## src/rtl/ps2_key_decoder.sv

```systemverilog
// PS/2 keyboard receiver: input conditioning, 11-bit frame capture, E0/F0 prefix decoding
// and a held-direction vector. Define PS2_PARITY_CHECK_EN to reject frames with bad odd parity.
module ps2_key_decoder #(
    parameter int FILTER_LEN     = 8,
    parameter int TIMEOUT_CYCLES = 50000
) (
    input  logic       Clock,
    input  logic       Reset,
    input  logic       iPS2CLK,
    input  logic       iPS2D,
    output logic       o_valid,
    output logic [7:0] o_scancode,
    output logic       o_extended,
    output logic       o_break,
    output logic [3:0] o_direccion,
    output logic       o_frame_err,
    output logic       o_parity_err
);
    localparam int TW = $clog2(TIMEOUT_CYCLES + 1);

    typedef enum logic [1:0] {ST_IDLE, ST_SHIFT, ST_CHECK} state_t;

    logic          clk_meta_q, clk_sync_q, dat_meta_q, dat_sync_q;
    logic          filt_q, filt_d;
    logic [7:0]    run_q, run_d;
    logic          edge_any, fall, timeout;
    logic [TW-1:0] to_cnt_q, to_cnt_d;
    state_t        state_q, state_d;
    logic [10:0]   shift_q, shift_d;
    logic [3:0]    bitcnt_q, bitcnt_d;
    logic          pend_ext_q, pend_ext_d, pend_brk_q, pend_brk_d;
    logic          valid_q, valid_d, ext_q, ext_d, brk_q, brk_d, ferr_q, ferr_d;
    logic [7:0]    code_q, code_d;
    logic [3:0]    dir_q, dir_d, dir_mask;
    logic [7:0]    rx_byte;

`ifdef PS2_PARITY_CHECK_EN
    logic          perr_q, perr_d;
`else
    logic          parity_unused;
    assign parity_unused = shift_q[9];
`endif

    assign rx_byte = shift_q[8:1];

    // Run-length filter: the level only follows the synchronised line after FILTER_LEN agreeing samples.
    always_comb begin
        filt_d   = filt_q;
        run_d    = '0;
        edge_any = 1'b0;
        if (clk_sync_q != filt_q) begin
            if (run_q == 8'(FILTER_LEN - 1)) begin
                filt_d   = clk_sync_q;
                edge_any = 1'b1;
            end else begin
                run_d = run_q + 8'd1;
            end
        end
        fall = edge_any && filt_q;
    end

    always_comb begin
        to_cnt_d = to_cnt_q;
        if (edge_any) begin
            to_cnt_d = '0;
        end else if (to_cnt_q != TW'(TIMEOUT_CYCLES)) begin
            to_cnt_d = to_cnt_q + TW'(1);
        end
        timeout = (to_cnt_q == TW'(TIMEOUT_CYCLES)) && (state_q == ST_SHIFT);
    end

    // Exact match on {extended, code}; E0 variants of the plain codes are not directions.
    always_comb begin
        dir_mask = 4'b0000;
        case ({pend_ext_q, rx_byte})
            9'h01C, 9'h16B: dir_mask = 4'b0001;
            9'h01B, 9'h172: dir_mask = 4'b0010;
            9'h023, 9'h174: dir_mask = 4'b0100;
            9'h01D, 9'h175: dir_mask = 4'b1000;
            default:        dir_mask = 4'b0000;
        endcase
    end

    always_comb begin
        state_d    = state_q;
        shift_d    = shift_q;
        bitcnt_d   = bitcnt_q;
        pend_ext_d = pend_ext_q;
        pend_brk_d = pend_brk_q;
        valid_d    = 1'b0;
        ferr_d     = 1'b0;
        code_d     = code_q;
        ext_d      = ext_q;
        brk_d      = brk_q;
        dir_d      = dir_q;
`ifdef PS2_PARITY_CHECK_EN
        perr_d     = 1'b0;
`endif
        case (state_q)
            ST_IDLE: begin
                if (fall && !dat_sync_q) begin
                    shift_d  = {dat_sync_q, shift_q[10:1]};
                    bitcnt_d = 4'd1;
                    state_d  = ST_SHIFT;
                end
            end
            ST_SHIFT: begin
                if (fall) begin
                    shift_d  = {dat_sync_q, shift_q[10:1]};
                    bitcnt_d = bitcnt_q + 4'd1;
                    if (bitcnt_q == 4'd10) begin
                        state_d = ST_CHECK;
                    end
                end else if (timeout) begin
                    state_d  = ST_IDLE;
                    bitcnt_d = 4'd0;
                    ferr_d   = 1'b1;
                end
            end
            ST_CHECK: begin
                state_d  = ST_IDLE;
                bitcnt_d = 4'd0;
                if (shift_q[0] || !shift_q[10]) begin
                    ferr_d = 1'b1;
`ifdef PS2_PARITY_CHECK_EN
                end else if (!(^shift_q[9:1])) begin
                    perr_d = 1'b1;
`endif
                end else if (rx_byte == 8'hE0) begin
                    pend_ext_d = 1'b1;
                end else if (rx_byte == 8'hF0) begin
                    pend_brk_d = 1'b1;
                end else begin
                    valid_d    = 1'b1;
                    code_d     = rx_byte;
                    ext_d      = pend_ext_q;
                    brk_d      = pend_brk_q;
                    pend_ext_d = 1'b0;
                    pend_brk_d = 1'b0;
                    dir_d      = pend_brk_q ? (dir_q & ~dir_mask) : (dir_q | dir_mask);
                end
            end
            default: state_d = ST_IDLE;
        endcase
    end

    always_ff @(posedge Clock) begin
        if (Reset) begin
            clk_meta_q <= 1'b1;
            clk_sync_q <= 1'b1;
            dat_meta_q <= 1'b1;
            dat_sync_q <= 1'b1;
            filt_q     <= 1'b1;
            run_q      <= '0;
            to_cnt_q   <= '0;
            state_q    <= ST_IDLE;
            shift_q    <= '0;
            bitcnt_q   <= '0;
            pend_ext_q <= 1'b0;
            pend_brk_q <= 1'b0;
            valid_q    <= 1'b0;
            ferr_q     <= 1'b0;
            code_q     <= '0;
            ext_q      <= 1'b0;
            brk_q      <= 1'b0;
            dir_q      <= '0;
        end else begin
            clk_meta_q <= iPS2CLK;
            clk_sync_q <= clk_meta_q;
            dat_meta_q <= iPS2D;
            dat_sync_q <= dat_meta_q;
            filt_q     <= filt_d;
            run_q      <= run_d;
            to_cnt_q   <= to_cnt_d;
            state_q    <= state_d;
            shift_q    <= shift_d;
            bitcnt_q   <= bitcnt_d;
            pend_ext_q <= pend_ext_d;
            pend_brk_q <= pend_brk_d;
            valid_q    <= valid_d;
            ferr_q     <= ferr_d;
            code_q     <= code_d;
            ext_q      <= ext_d;
            brk_q      <= brk_d;
            dir_q      <= dir_d;
        end
    end

`ifdef PS2_PARITY_CHECK_EN
    always_ff @(posedge Clock) begin
        if (Reset) begin
            perr_q <= 1'b0;
        end else begin
            perr_q <= perr_d;
        end
    end
    assign o_parity_err = perr_q;
`else
    assign o_parity_err = 1'b0;
`endif

    assign o_valid     = valid_q;
    assign o_scancode  = code_q;
    assign o_extended  = ext_q;
    assign o_break     = brk_q;
    assign o_direccion = dir_q;
    assign o_frame_err = ferr_q;

endmodule

```

## config.mk

```make
export PLATFORM = sky130hd
export DESIGN_NAME = ps2_key_decoder
export DESIGN_NICKNAME = d
export VERILOG_FILES = /design/src/rtl/ps2_key_decoder.sv
export SDC_FILE = /design/constraint.sdc
export NUM_CORES = 1
export LEC_CHECK = 0
export ABC_AREA = 1
export CAP_MARGIN = 5
export CORE_UTILIZATION = 40
export DETAILED_ROUTE_END_ITERATION = 6
export PLACE_DENSITY_LB_ADDON = 0.25
export SLEW_MARGIN = 0
export SYNTH_ARGS = -nofsm -noshare
export SYNTH_HDL_FRONTEND = slang
export SYNTH_SLANG_ARGS = --single-unit
export TNS_END_PERCENT = 30
```

## constraint.sdc

```tcl
create_clock -name Clock -period 1.7 [get_ports Clock]
set_input_delay 0.17 -clock Clock [delete_from_list [all_inputs] [get_ports Clock]]
set_output_delay 0.17 -clock Clock [all_outputs]
set_load 0.005 [all_outputs]
```

Yosys cells after proc, flatten, opt, wreduce, memory -nomap -nowiden
Cells that the tools add are included.
{"block": "op_classes", "reduce_logical": 23, "bitwise_logic": 8, "eq_ne": 22, "n_mux": 24, "add_sub_neg": 3}
{"op": "9-bit == test (second input constant)", "count": 4}
{"op": "9-bit by 5-bit == test with 1-bit output (second input constant)", "count": 3}
{"op": "11-bit 2-to-1 mux", "count": 2}
{"op": "11-bit one-hot mux with 2 select lines", "count": 1}
{"op": "16-bit by 1-bit adder with 16-bit output (second input constant)", "count": 1}
{"op": "16-bit == test (second input constant)", "count": 1}
{"op": "8-bit == test (second input constant)", "count": 2}
{"op": "4-bit 2-to-1 mux", "count": 4}
{"op": "16-bit inequality test (second input constant)", "count": 1}
{"op": "4-bit one-hot mux with 4 select lines", "count": 1}
{"op": "3-bit AND reduction", "count": 5}
{"op": "4-bit one-hot mux with 3 select lines", "count": 1}
{"op": "2-bit OR reduction", "count": 5}
{"op": "9-bit by 6-bit == test with 1-bit output (second input constant)", "count": 1}
{"op": "1-bit 2-to-1 mux", "count": 9}
{"op": "8-bit by 1-bit adder with 8-bit output (second input constant)", "count": 1}
{"op": "8-bit by 3-bit == test with 1-bit output (second input constant)", "count": 1}
{"op": "2-bit 2-to-1 mux", "count": 4}
{"op": "2-bit inequality test (second input constant)", "count": 3}
{"op": "1-bit inverter", "count": 5}
{"op": "4-bit by 1-bit adder with 4-bit output (second input constant)", "count": 1}
{"op": "4-bit bitwise AND", "count": 1}
{"op": "4-bit == test (second input constant)", "count": 1}
{"op": "4-bit inverter", "count": 1}
{"op": "other kinds (18)", "count": 21}
{"block": "totals", "word_cells": 98, "out_inout_bits": 17, "regBits": 64, "inputBits": 4}

Longest topological paths before layout
Gate-level depths: netlist of run 1.
{"block": "depth", "ltp_word": 7, "depth_mapped": 13}

Worst setup path before layout of run 1
No wires, ideal clock.
{"block": "synth_path", "path_kind": "register -> register", "start": "register run_q[0]", "end": "register shift_q[1]", "setup_slack_ns": 0.190, "path_buffers": 1, "required_time_ns": 1.587, "arrival_ns": 1.397, "stages_incl_launch_ff": 10, "path_cell_list": "dfxtp_1 ha_1 nand3_4 nor2_8 nand3_4 nand2_4 nand3_4 buf_6 o21ai_1 nor2_1"}
{"block": "synth_via", "elab_chain_cells": 7, "elab_cells_between_ends": 8, "cone_classes": "eq/ne (3); mux (2); reduce/logical (3)"}
{"element": "from (decl)", "line_no": "25", "text": "logic [7:0] run_q, run_d;"}
{"element": "from (signal assigned)", "line_no": "173", "text": "run_q <= run_d;"}
{"element": "8-bit by 3-bit == test with 1-bit output (*)", "line_no": "52", "text": "if (run_q == 8'(FILTER_LEN - 1)) begin"}
{"element": "1-bit 2-to-1 mux (*)", "line_no": "52"}
{"element": "1-bit 2-to-1 mux (*)", "line_no": "51", "text": "if (clk_sync_q != filt_q) begin"}
{"element": "1-bit logical AND (*)", "line_no": "59", "text": "fall = edge_any && filt_q;"}
{"element": "1-bit logical AND", "line_no": "101", "text": "if (fall && !dat_sync_q) begin"}
{"element": "2-bit inequality test (no line)"}
{"element": "3-bit AND reduction (no line) (*)"}
{"element": "to (signal assigned)", "line_no": "176", "text": "shift_q <= shift_d;"}
{"element": "to (decl)", "line_no": "29", "text": "logic [10:0] shift_q, shift_d;"}
Every way passes the cells marked *; elsewhere a longest branch is shown, timed or not.
A chain may end at the register's enable or synchronous reset.

Worst setup path after layout of run 1
{"block": "layout_path", "start": "register to_cnt_q[0]", "end": "register state_q[0]"}
{"block": "layout_via", "elab_chain_cells": 4}
{"element": "from (decl)", "line_no": "27", "text": "logic [TW-1:0] to_cnt_q, to_cnt_d;"}
{"element": "from (signal assigned)", "line_no": "174", "text": "to_cnt_q <= to_cnt_d;"}
{"element": "16-bit == test", "line_no": "69", "text": "timeout = (to_cnt_q == TW'(TIMEOUT_CYCLES)) && (state_q == ST_SHIFT);"}
{"element": "1-bit logical AND", "line_no": "69"}
{"element": "3-bit inequality test (no line)"}
{"element": "3-bit AND reduction (no line)"}
{"element": "to (signal assigned)", "line_no": "175", "text": "state_q <= state_d;"}
{"element": "to (decl)", "line_no": "28", "text": "state_t state_q, state_d;"}
Every way passes these cells.

==> results of run 1 <==
==> Yosys cell counts, drive strengths merged <==
library cell  count  area, sq um
nand3b            1         7.51
o21a              2         15.0
o21ai            30          158
or2               4         25.0
nand4            10         62.6
nor2             72          309
a31oi             2         12.5
o22ai             1         6.26
nor3b             4         30.0
o21bai            1         7.51
conb              1         3.75
nand3            35          228
inv              50          188
nand2            68          268
nor3             15         80.1
clkbuf            3         11.3
buf               4         33.8
xor2              3         26.3
and3              1         6.26
clkinv            2         13.8
dfxtp            64         1280
bufbuf            1         32.5
a21oi            26          141
ha                9          113
==> critical path, stage by stage (launching register included) <==
cell	delay [ns]
dfxtp_1	0.39
inv_1	0.08
ha_1	0.21
nand2_1	0.07
inv_1	0.03
nand2_1	0.05
nor2_1	0.04
nand2_1	0.16
nand3_2	0.15
nand3_1	0.15
nand2_1	0.06
nand2_1	0.05
nor2_1	0.04
==> area by class of cell <==
cell class / instances / share of cell area (%)
Timing Repair Buffer: 32 / 7.90
Multi-Input combinational cell: 286 / 42.3
Clock buffer: 13 / 4.36
Sequential cell: 64 / 35.2
Tap cell: 99 / 3.40
Inverter: 52 / 5.70
Clock inverter: 3 / 1.10
==> how the worst max path moves through the flow <==
stage | start | to | slack (ns) | cells after the start
global route | shift_q[3] | o_scancode[5] | -0.001 | 8
detailed placement | run_q[0] | shift_q[4] | 0.05 | 9
CTS | run_q[0] | shift_q[7] | 0.03 | 9
global placement | run_q[0] | shift_q[0] | 0.11 | 9
finish | to_cnt_q[0] | state_q[0] | 0.12 | 12
floorplan | run_q[0] | shift_q[1] | 0.19 | 9
==> cells by family (layout without fill, tap and decap cells) <==
| logic type | after synthesis | count (layout) | share of synthesized area [%] |
|---|---|---|---|
| buffers and inverters | 60 | 100 | 9.12 |
| other | 1 | 1 | 0.123 |
| DFF | 64 | 64 | 41.9 |
| adders and majority gates | 9 | 9 | 3.68 |
| and+or+nand+nor | 210 | 211 | 33.2 |
| AOI/OAI and AO/OA | 62 | 62 | 11.1 |
| xor gates and xnor gates | 3 | 3 | 0.859 |
==> per-layer routing <==
metal	vias up	wire length [microns]
met1	1205	2840
met5	-	0
met2	33	2900
li1	1404	-
met4	0	75
met3	5	224
==> layout by cell type (no fill, tap or decap), types with 3 or more instances in the layout <==
| master | netlist | final |
|---|---|---|
| nor2_4 | 1 | 3 |
| nand4_1 | 10 | 10 |
| nand2_1 | 65 | 64 |
| inv_1 | 48 | 48 |
| dfxtp_1 | 64 | 64 |
| nand3_4 | 3 | 4 |
| nor3_1 | 14 | 14 |
| nand2_2 | 2 | 3 |
| a21oi_1 | 25 | 25 |
| clkdlybuf4s50_1 | 0 | 19 |
| o21ai_0 | 20 | 19 |
| nor3b_1 | 4 | 4 |
| nor2_1 | 64 | 64 |
| ha_1 | 9 | 8 |
| xor2_1 | 3 | 3 |
| o21ai_1 | 8 | 9 |
| buf_4 | 1 | 13 |
| or2_2 | 4 | 4 |
| nand3_1 | 29 | 29 |
| nand3_2 | 3 | 3 |
| nor2_2 | 6 | 4 |
| clkbuf_8 | 0 | 11 |
==> state kept, by name, summed over array words and instances (netlist names), 2 cells and up, named ones only <==
signal      flops
state_q         2
bitcnt_q        4
to_cnt_q       16
o_scancode      8
run_q           8
shift_q        11
==> through the flow <==
step	hold slack (ns)	TNS [ns]
finish	0.385	0
global route	0.406	-0.00137
CTS	0.375	0
detailed placement	0.394	0
global placement	0.391	0
floorplan	0.274	0
==> timing repair <==
| action | CTS | global route |
|---|---|---|
| endpoints found under the hold margin | 0 | 0 |
| setup endpoints to repair | 0 | 21 |
| gates resized for setup | 0 | 10 |
| setup buffers | 0 | 2 |
==> where the power goes <==
group          internal (mW)  total, mW  switching [mW]
sequential              1.52       1.55          0.0236
clock                  0.753       1.32           0.563
combinational         0.0719      0.188           0.116
==> results.md, run 1 <==
* Ant. Diodes at 0
* Final ANT Viol Nets at 0
* Peak VDD IR at 0.000380 V
* Die width at 89.5 microns
* Syn avg cell area at 7.48 sq um
* Final hold violations at 0
* Area after DPL at 0.00338 sq mm
* Routed len/inst at 11.0 microns
* Core box area at 0.00733 sq mm
* Yosys reg bits at 64
* Max-cap violations at 0
* Drt pass-1 iters at 4
* Final Instance Area at 0.00364 sq mm
* Setup Slack @ Placement at 0.0505 ns
* Filler cells at 700
* Sequential area share after synthesis at 41.9%
* RR Endpoint: state_q[0]
* M2 GR Usage at 29.6%
* Final setup vio count at 0
* Tmin final at 1.58 ns
* Placer Congestion at 0.762
* Worst-case clock buffer depth at 2
* Post-route clock period utilization at 92.9%
* Row count at 31
* Total design power at 3.05 mW
* Critical Path RT at 1.94 ns
* Flop-to-flop setup slack at 0.12 ns
* Worst-Skew Late Latency at 0.34 ns
* Post-Route WL at 6.04 mm
* Gr ovfl total at 0
* Leakage at 1.41 nW
* Largest net degree at the start of global routing at 13
* R2R depth at 12
* Post-DP HPWL at 4.30 mm
* Die height at 89.5 microns
* FF+latch area at 0.00128 sq mm
* Fin cells at 549
* Via/cell ratio at 4.82
* Port bufs at 19
* Cells after DPL at 530
* Maximum clock rate at 633 MHz
* Post-Syn Instances at 409
* Final Slew Violations at 0
* Worst setup path class: flop to flop
* Htree depth at 3
* Total number of vias at 2,647
* Area Growth Syn to Fin at 19.0%
* Status: completed
* Min-Delay Startpoint: iPS2D
* DRT iter0 DRCs at 89
* # IOs at 21
* Number of buffers created by CTS at 9
* Syn Nets at 422
* Pwr/cell area at 839 mW/mm^2
* Met3 GRT Util at 4.80%
* Synth cell types at 39
* Hold Path Cell Cnt at 2
* Die ar. at 0.00800 sq mm
* Tightest Hold Check Type: input port to flop
* CTS tree: built
* Met1 Use GR at 19.4%
* Aggregate global-route resource usage at 16.9%
* Critical path peak fanout at 4
* Clock sink count at 64
* Global-route wire length before repair at 10.3 mm
* Clock root buffer: clkbuf_8
* Netlist Area Pre-Place at 0.00306 sq mm
* DRC Markers at 0
* Initial Util at 41.7%
* Area of the multi-input gates at 0.00154 sq mm
* GR peak layer: met2
* Worst EP arrival at 1.82 ns
* Startpoint Class: flop
* Setup crit end kind: flop
* Clock transition at the registers of the reported paths at 0.07 ns
* Final Util at 49.7%
* Nets@finish at 458
* Worst Hold Endpoint: dat_meta_q
* CTS Hold Bufs at 0
* PnR worst setup slack at 0.120 ns
* Vias in the first global route at 2,493
* RR Startpoint: to_cnt_q[0]
* Synthesis Warnings at 0
* Clock skew at 0.00876 ns
* Initial antenna violation count at 0
* Share of cells above drive strength 1 at 13.1%
(Power assumes the default switching activity.)
==> inputs of run 2 (changes only) <==
--- a/config.mk
+++ b/config.mk
@@ -8,6 +8,7 @@
 export ABC_AREA = 1
 export CAP_MARGIN = 5
 export CORE_UTILIZATION = 40
+export CTS_CLUSTER_SIZE = 10
 export DETAILED_ROUTE_END_ITERATION = 6
 export PLACE_DENSITY_LB_ADDON = 0.25
 export SLEW_MARGIN = 0
==> constraint.sdc (replaced) <==
create_clock -name Clock -period 1.7 [get_ports Clock]
set_input_delay 0.425 -clock Clock [delete_from_list [all_inputs] [get_ports Clock]]
set_output_delay 0.425 -clock Clock [all_outputs]
set_load 0.005 [all_outputs]
==> results.md, run 2 (synthesis gave the netlist of run 1 again) <==
* DRC Markers at 0 (unchanged)
* Area Growth Syn to Fin at 20.7%
* Max FFs per register at 16 (unchanged)
* Placer Congestion at 0.887 (+17%)
* Die height at 89.5 microns (unchanged)
* FF+latch area at 0.00128 sq mm (+0.20%)
* RR Startpoint: run_q[0]
* Nets@finish at 461 (+0.66%)
* Met1 Use GR at 22.1% (+2.7 points)
* Worst-case clock buffer depth at 2 (unchanged)
* Fin cells at 552 (+0.55%)
* Tightest Hold Check Type: flop to flop
* Setup Slack @ Placement at 0.0171 ns (-0.0334 ns)
* Clock transition at the registers of the reported paths at 0.07 ns (about the same)
* Htree depth at 3 (unchanged)
* Final Util at 50.3% (+0.68 points)
* Tmin final at 1.63 ns (+0.0540 ns)
* Worst-Skew Late Latency at 0.35 ns (about the same)
* Row count at 31 (unchanged)
* Die width at 89.5 microns (unchanged)
* Setup TNS at 0 ns (unchanged)
* Startpoint Class: flop
* Routed len/inst at 11.5 microns (+4.2%)
* # IOs at 21 (unchanged)
* Final Slew Violations at 0 (unchanged)
* PnR worst setup slack at 0.0659 ns (-0.0540 ns)
* Most flops, register: to_cnt_q
* Initial antenna violation count at 0 (unchanged)
* Pwr/cell area at 902 mW/mm^2 (+7.5%)
* Ant. Diodes at 0 (unchanged)
* CP max-delay cell: clkdlybuf4s50_1
* Delay-heaviest family, CP: buffers and inverters
* Setup crit start: o_scancode[4]
* Area after DPL at 0.00340 sq mm (+0.67%)
* Global-route wire length before repair at 10.6 mm (+2.7%)
* Via/cell ratio at 4.78 (-0.84%)
* Total design power at 3.33 mW (+9.0%)
* Number of buffers created by CTS at 9 (unchanged)
* Drt pass-1 iters at 4 (unchanged)
* Peak VDD IR at 0.000488 V (+28%)
* Area of the multi-input gates at 0.00152 sq mm (-1.1%)
* DRT iter0 DRCs at 144 (+62%)
* Filler cells at 704 (+0.57%)
* Worst EP arrival at 1.21 ns (-0.61 ns)
* CP endpoint: o_scancode[4]
* Share of cells above drive strength 1 at 15.0% (+1.9 points)
* Largest net degree at the start of global routing at 19 (+6)
* Max-cap violations at 0 (unchanged)
* Vias in the first global route at 2,401 (-3.7%)
* M2 GR Usage at 27.6% (-2.0 points)
* Crit path cell chain: clkdlybuf4s50_1
* Critical path peak fanout at 2 (-2)
* Critical Path RT at 1.27 ns (-0.67 ns)
* Final hold slack at 0.409 ns (+0.0248 ns)
* Cells after DPL at 533 (+0.57%)
* Met3 GRT Util at 4.62% (-0.18 points)
* Post-route clock period utilization at 96.1% (+3.2 points)
* Aggregate global-route resource usage at 17.4% (+0.52 points)
* Final Instance Area at 0.00369 sq mm (+1.4%)
* RR Endpoint: shift_q[5]
* Core box area at 0.00733 sq mm (unchanged)
* Final ANT Viol Nets at 0 (unchanged)
* Clock sink count at 64 (unchanged)
* Clock root buffer: clkbuf_8
* Maximum clock rate at 612 MHz (-3.3%)
* CTS Hold Bufs at 0 (unchanged)
* Post-Route WL at 6.33 mm (+4.7%)
* Top Registers: to_cnt_q x16, shift_q x11
* Die ar. at 0.00800 sq mm (unchanged)
* Clock skew at 0.0108 ns (+0.00200 ns)
* Buffers & Inverters on Critical Path at 1 (-1)
* Setup crit end kind: primary output
* CTS tree: built
* Total number of vias at 2,639 (-0.30%)
* Leakage at 1.44 nW (+1.8%)
* Worst setup path class: flop to primary output
* R2R depth at 9 (-3)
* Gr ovfl total at 0 (unchanged)
* Commonest non-fill, non-tap cells in the layout: nand2_1 (64), nor2_1 (64), dfxtp_1 (62)
* Post-DP HPWL at 4.53 mm (+5.3%)
* Crit path largest cell delay at 0.51 ns (+0.12 ns)
* GR peak layer: met2
* Critical path depth in cells at 1 (-11)
* Initial Util at 41.7% (unchanged)
* Flop-to-flop setup slack at 0.12 ns (about the same)
* Final hold violations at 0 (unchanged)
* Port bufs at 19 (unchanged)
* Final setup vio count at 0 (unchanged)
* Status: completed
[run 2: cell count changes in the layout (fill, tap and decap cells not counted), moves of 2 or more]
cell	before	now
buf_4	13	16
clkinv_4	1	4
bufinv_16	1	3
clkbuf_1	2	0
clkbuf_8	11	9
dfxtp_1	64	62
dfxtp_2	0	2
ha_2	0	2
nor2_2	4	6
nor2_4	3	1
[run 2: metal layers]
metal  wire length, microns  share of wire [%]
met5                      0                  0
met4                    114                1.8
met2                   2890                 46
met1                   3130                 49
met3                    193                3.0
[run 2: worst register-to-register path: cells and delay by family, from the launching register on]
| family | cells | cell delay [ns] |
|---|---|---|
| and+or+nand+nor | 7 | 0.81 |
| buffers and inverters | 1 | 0.12 |
| adders and majority gates | 1 | 0.23 |
| DFF | 1 | 0.37 |
[run 2: worst min path at each step]
stage | start | to | slack [ns] | depth (start not counted)
final | clk_meta_q | clk_sync_q | 0.41 | 1
after global routing | clk_meta_q | clk_sync_q | 0.43 | 1
after CTS | clk_meta_q | clk_sync_q | 0.41 | 1
after detailed placement | clk_meta_q | clk_sync_q | 0.39 | 1
after global placement | clk_meta_q | clk_sync_q | 0.39 | 1
after floorplan | clk_meta_q | clk_sync_q | 0.39 | 1
[run 2: area by class of cell]
type | count | area share [%]
Clock inverter | 7 | 3.25
Timing Repair Buffer | 35 | 8.41
Tap cell | 99 | 3.36
Inverter | 52 | 5.56
Multi-Input combinational cell | 286 | 41.3
Clock buffer | 9 | 3.36
Sequential cell | 64 | 34.8
[run 2: where the power goes]
part	leakage, nW	switching [mW]	internal (mW)
clock network	0.119	0.612	0.975
logic	0.799	0.118	0.0735
registers	0.517	0.0242	1.53
total	1.44	0.754	2.57
[run 2: repair_timing]
action                     CTS  global route
cloned                       0             1
resized for setup            1             7
buffers inserted             0             2
setup endpoints to repair    1            25
pin swaps                    0             2
==> inputs of run 3 (changes only) <==
--- a/config.mk
+++ b/config.mk
@@ -10,9 +10,10 @@
 export CORE_UTILIZATION = 40
 export CTS_CLUSTER_SIZE = 10
 export DETAILED_ROUTE_END_ITERATION = 6
+export DONT_BUFFER_PORTS = 1
 export PLACE_DENSITY_LB_ADDON = 0.25
 export SLEW_MARGIN = 0
 export SYNTH_ARGS = -nofsm -noshare
 export SYNTH_HDL_FRONTEND = slang
 export SYNTH_SLANG_ARGS = --single-unit
-export TNS_END_PERCENT = 30
+export TNS_END_PERCENT = 50
==> results.md, run 3 (synthesis gave the netlist of run 1 again) <==
* Via/cell ratio at 4.82 (+0.72%)
* Setup crit start: run_q[0]
* Post-Route WL at 6.07 mm (-4.2%)
* Final hold slack at 0.145 ns (-0.264 ns)
* Gr ovfl total at 0 (unchanged)
* Max Used Layer: met4
* RR Startpoint: run_q[0]
* Tightest Hold Check Type: input port to flop
* Post-DP HPWL at 4.45 mm (-1.6%)
* Maximum clock rate at 643 MHz (+5.0%)
* Leakage at 1.34 nW (-6.4%)
* Status: completed
* # IOs at 21 (unchanged)
* RR Endpoint: shift_q[8]
* Aggregate global-route resource usage at 16.6% (-0.89 points)
* Largest net degree at the start of global routing at 20 (+1)
* Htree depth at 3 (unchanged)
* RSZ-0062 raised after global routing: yes
* Share of cells above drive strength 1 at 14.6% (-0.39 points)
* Setup TNS at 0 ns (unchanged)
* Port bufs at 0 (-19)
* Nets@finish at 440 (-4.6%)
* Final Util at 46.6% (-3.7 points)
* Worst-Skew Late Latency at 0.34 ns (about the same)
* Setup crit end kind: flop
* Die width at 89.5 microns (unchanged)
* CTS tree: built
* Min-Delay Startpoint: Reset
* Peak VDD IR at 0.000307 V (-37%)
* Number of buffers created by CTS at 9 (unchanged)
* CP endpoint: shift_q[8]
* Area Growth Syn to Fin at 11.8%
* Pwr/cell area at 870 mW/mm^2 (-3.6%)
* Commonest non-fill, non-tap cells in the layout: nand2_1 (64), nor2_1 (64), dfxtp_1 (63)
* Final Slew Violations at 0 (unchanged)
* Top Registers: to_cnt_q x16, shift_q x11
* Met2 routed WL at 2.77 mm (-4.4%)
* DRT iter0 DRCs at 101 (-30%)
* Initial Util at 41.7% (unchanged)
* Drt pass-1 iters at 4 (unchanged)
* Critical Path RT at 1.98 ns (+0.71 ns)
* Die ar. at 0.00800 sq mm (unchanged)
* Worst EP arrival at 1.83 ns (+0.62 ns)
* Worst setup path class: flop to flop
* Global-route wire length before repair at 10.1 mm (-5.1%)
* Placer Congestion at 0.831 (-6.3%)
* Clock transition at the registers of the reported paths at 0.07 ns (about the same)
* Core box area at 0.00733 sq mm (unchanged)
* Post-route clock period utilization at 91.5% (-4.6 points)
* Final setup vio count at 0 (unchanged)
* Flop-to-flop setup slack at 0.14 ns (+0.02 ns)
* Max-cap violations at 0 (unchanged)
* Initial antenna violation count at 0 (unchanged)
* Row count at 31 (unchanged)
* Post-Route M1 WL at 3.01 mm (-3.6%)
* Clock sink count at 64 (unchanged)
* Critical path peak fanout at 12 (+10)
* Vias in the first global route at 2,323 (-3.2%)
* Die height at 89.5 microns (unchanged)
* Worst-case clock buffer depth at 2 (unchanged)
* Ant. Diodes at 0 (unchanged)
* Total number of vias at 2,552 (-3.3%)
* Routed len/inst at 11.4 microns (-0.21%)
* Metal3 WL at 207 microns (+7.3%)
* Final ANT Viol Nets at 0 (unchanged)
* Max FFs per register at 16 (unchanged)
* Startpoint Class: flop
* R2R depth at 9 (unchanged)
* Clock skew at 0.00949 ns (-0.00128 ns)
* Clock root buffer: clkbuf_8
* Final hold violations at 0 (unchanged)
* Most flops, register: to_cnt_q
* Tmin final at 1.56 ns (-0.0785 ns)
* DRC Markers at 0 (unchanged)
[run 3: cell count changes in the layout (fill, tap and decap cells not counted), sizes merged]
cell,previous run,this run
clkdlybuf4s50,19,0
bufinv,3,1
buf,16,15
inv,50,51
nand3,36,35
[run 3: through the flow]
| stage | setup slack [ns] | cell area (sq um) | total power, mW | cells |
|---|---|---|---|---|
| after floorplan | 0.190 | 3060 | 1.72 | 409 |
| after global placement | 0.111 | 3200 | 1.75 | 513 |
| after detailed placement | 0.0446 | 3200 | 1.75 | 513 |
| after CTS | 0.0301 | 3390 | 3.01 | 528 |
| after global routing | -0.0188 | 3420 | 3.11 | 530 |
| final | 0.144 | 3420 | 2.97 | 530 |
[run 3: repair_timing]
item	4_1_cts	5_1_grt
setup endpoints to repair	0	29
buffers inserted	0	2
gates resized for setup	0	7
hold buffers	0	0
[run 3: worst min path at each step]
stage	to	slack, ns	depth (start not counted)
after floorplan	clk_sync_q	0.39	1
after global placement	clk_sync_q	0.39	1
after detailed placement	clk_sync_q	0.39	1
after CTS	o_scancode[4]	0.13	1
after global routing	o_scancode[4]	0.12	1
final	o_scancode[4]	0.15	1
[run 3: power by group]
group / total, mW / switching [mW] / leakage, nW / internal [mW]
registers: 1.55 / 0.0228 / 0.517 / 1.52
logic: 0.172 / 0.108 / 0.732 / 0.0644
clock network: 1.25 / 0.591 / 0.0948 / 0.663
total: 2.97 / 0.722 / 1.34 / 2.25
[run 3: critical path, stage by stage, from the launching register on]
cell and delay (ns):
dfxtp_1 0.36, ha_2 0.23, nand3_4 0.10, nor2_8 0.15
nand3_4 0.09, nand2_4 0.10, nand3_4 0.15, inv_4 0.15
nor2_1 0.05, nor2_1 0.10
[run 3: routing by layer]
metal,up-vias,GRT usage (%)
met5,-,0
met4,0,6.78
met3,7,5.36
met2,30,26.9
met1,1152,20.2
li1,1363,-
[run 3: final cells by class]
class	instances	area, sq um
fill	754	3910
multi-input combinational	285	1510
sequential	64	1280
inverter	52	203
clock buffer	9	124
tap	99	124
timing repair buffer	15	116
clock inverter	6	61.3
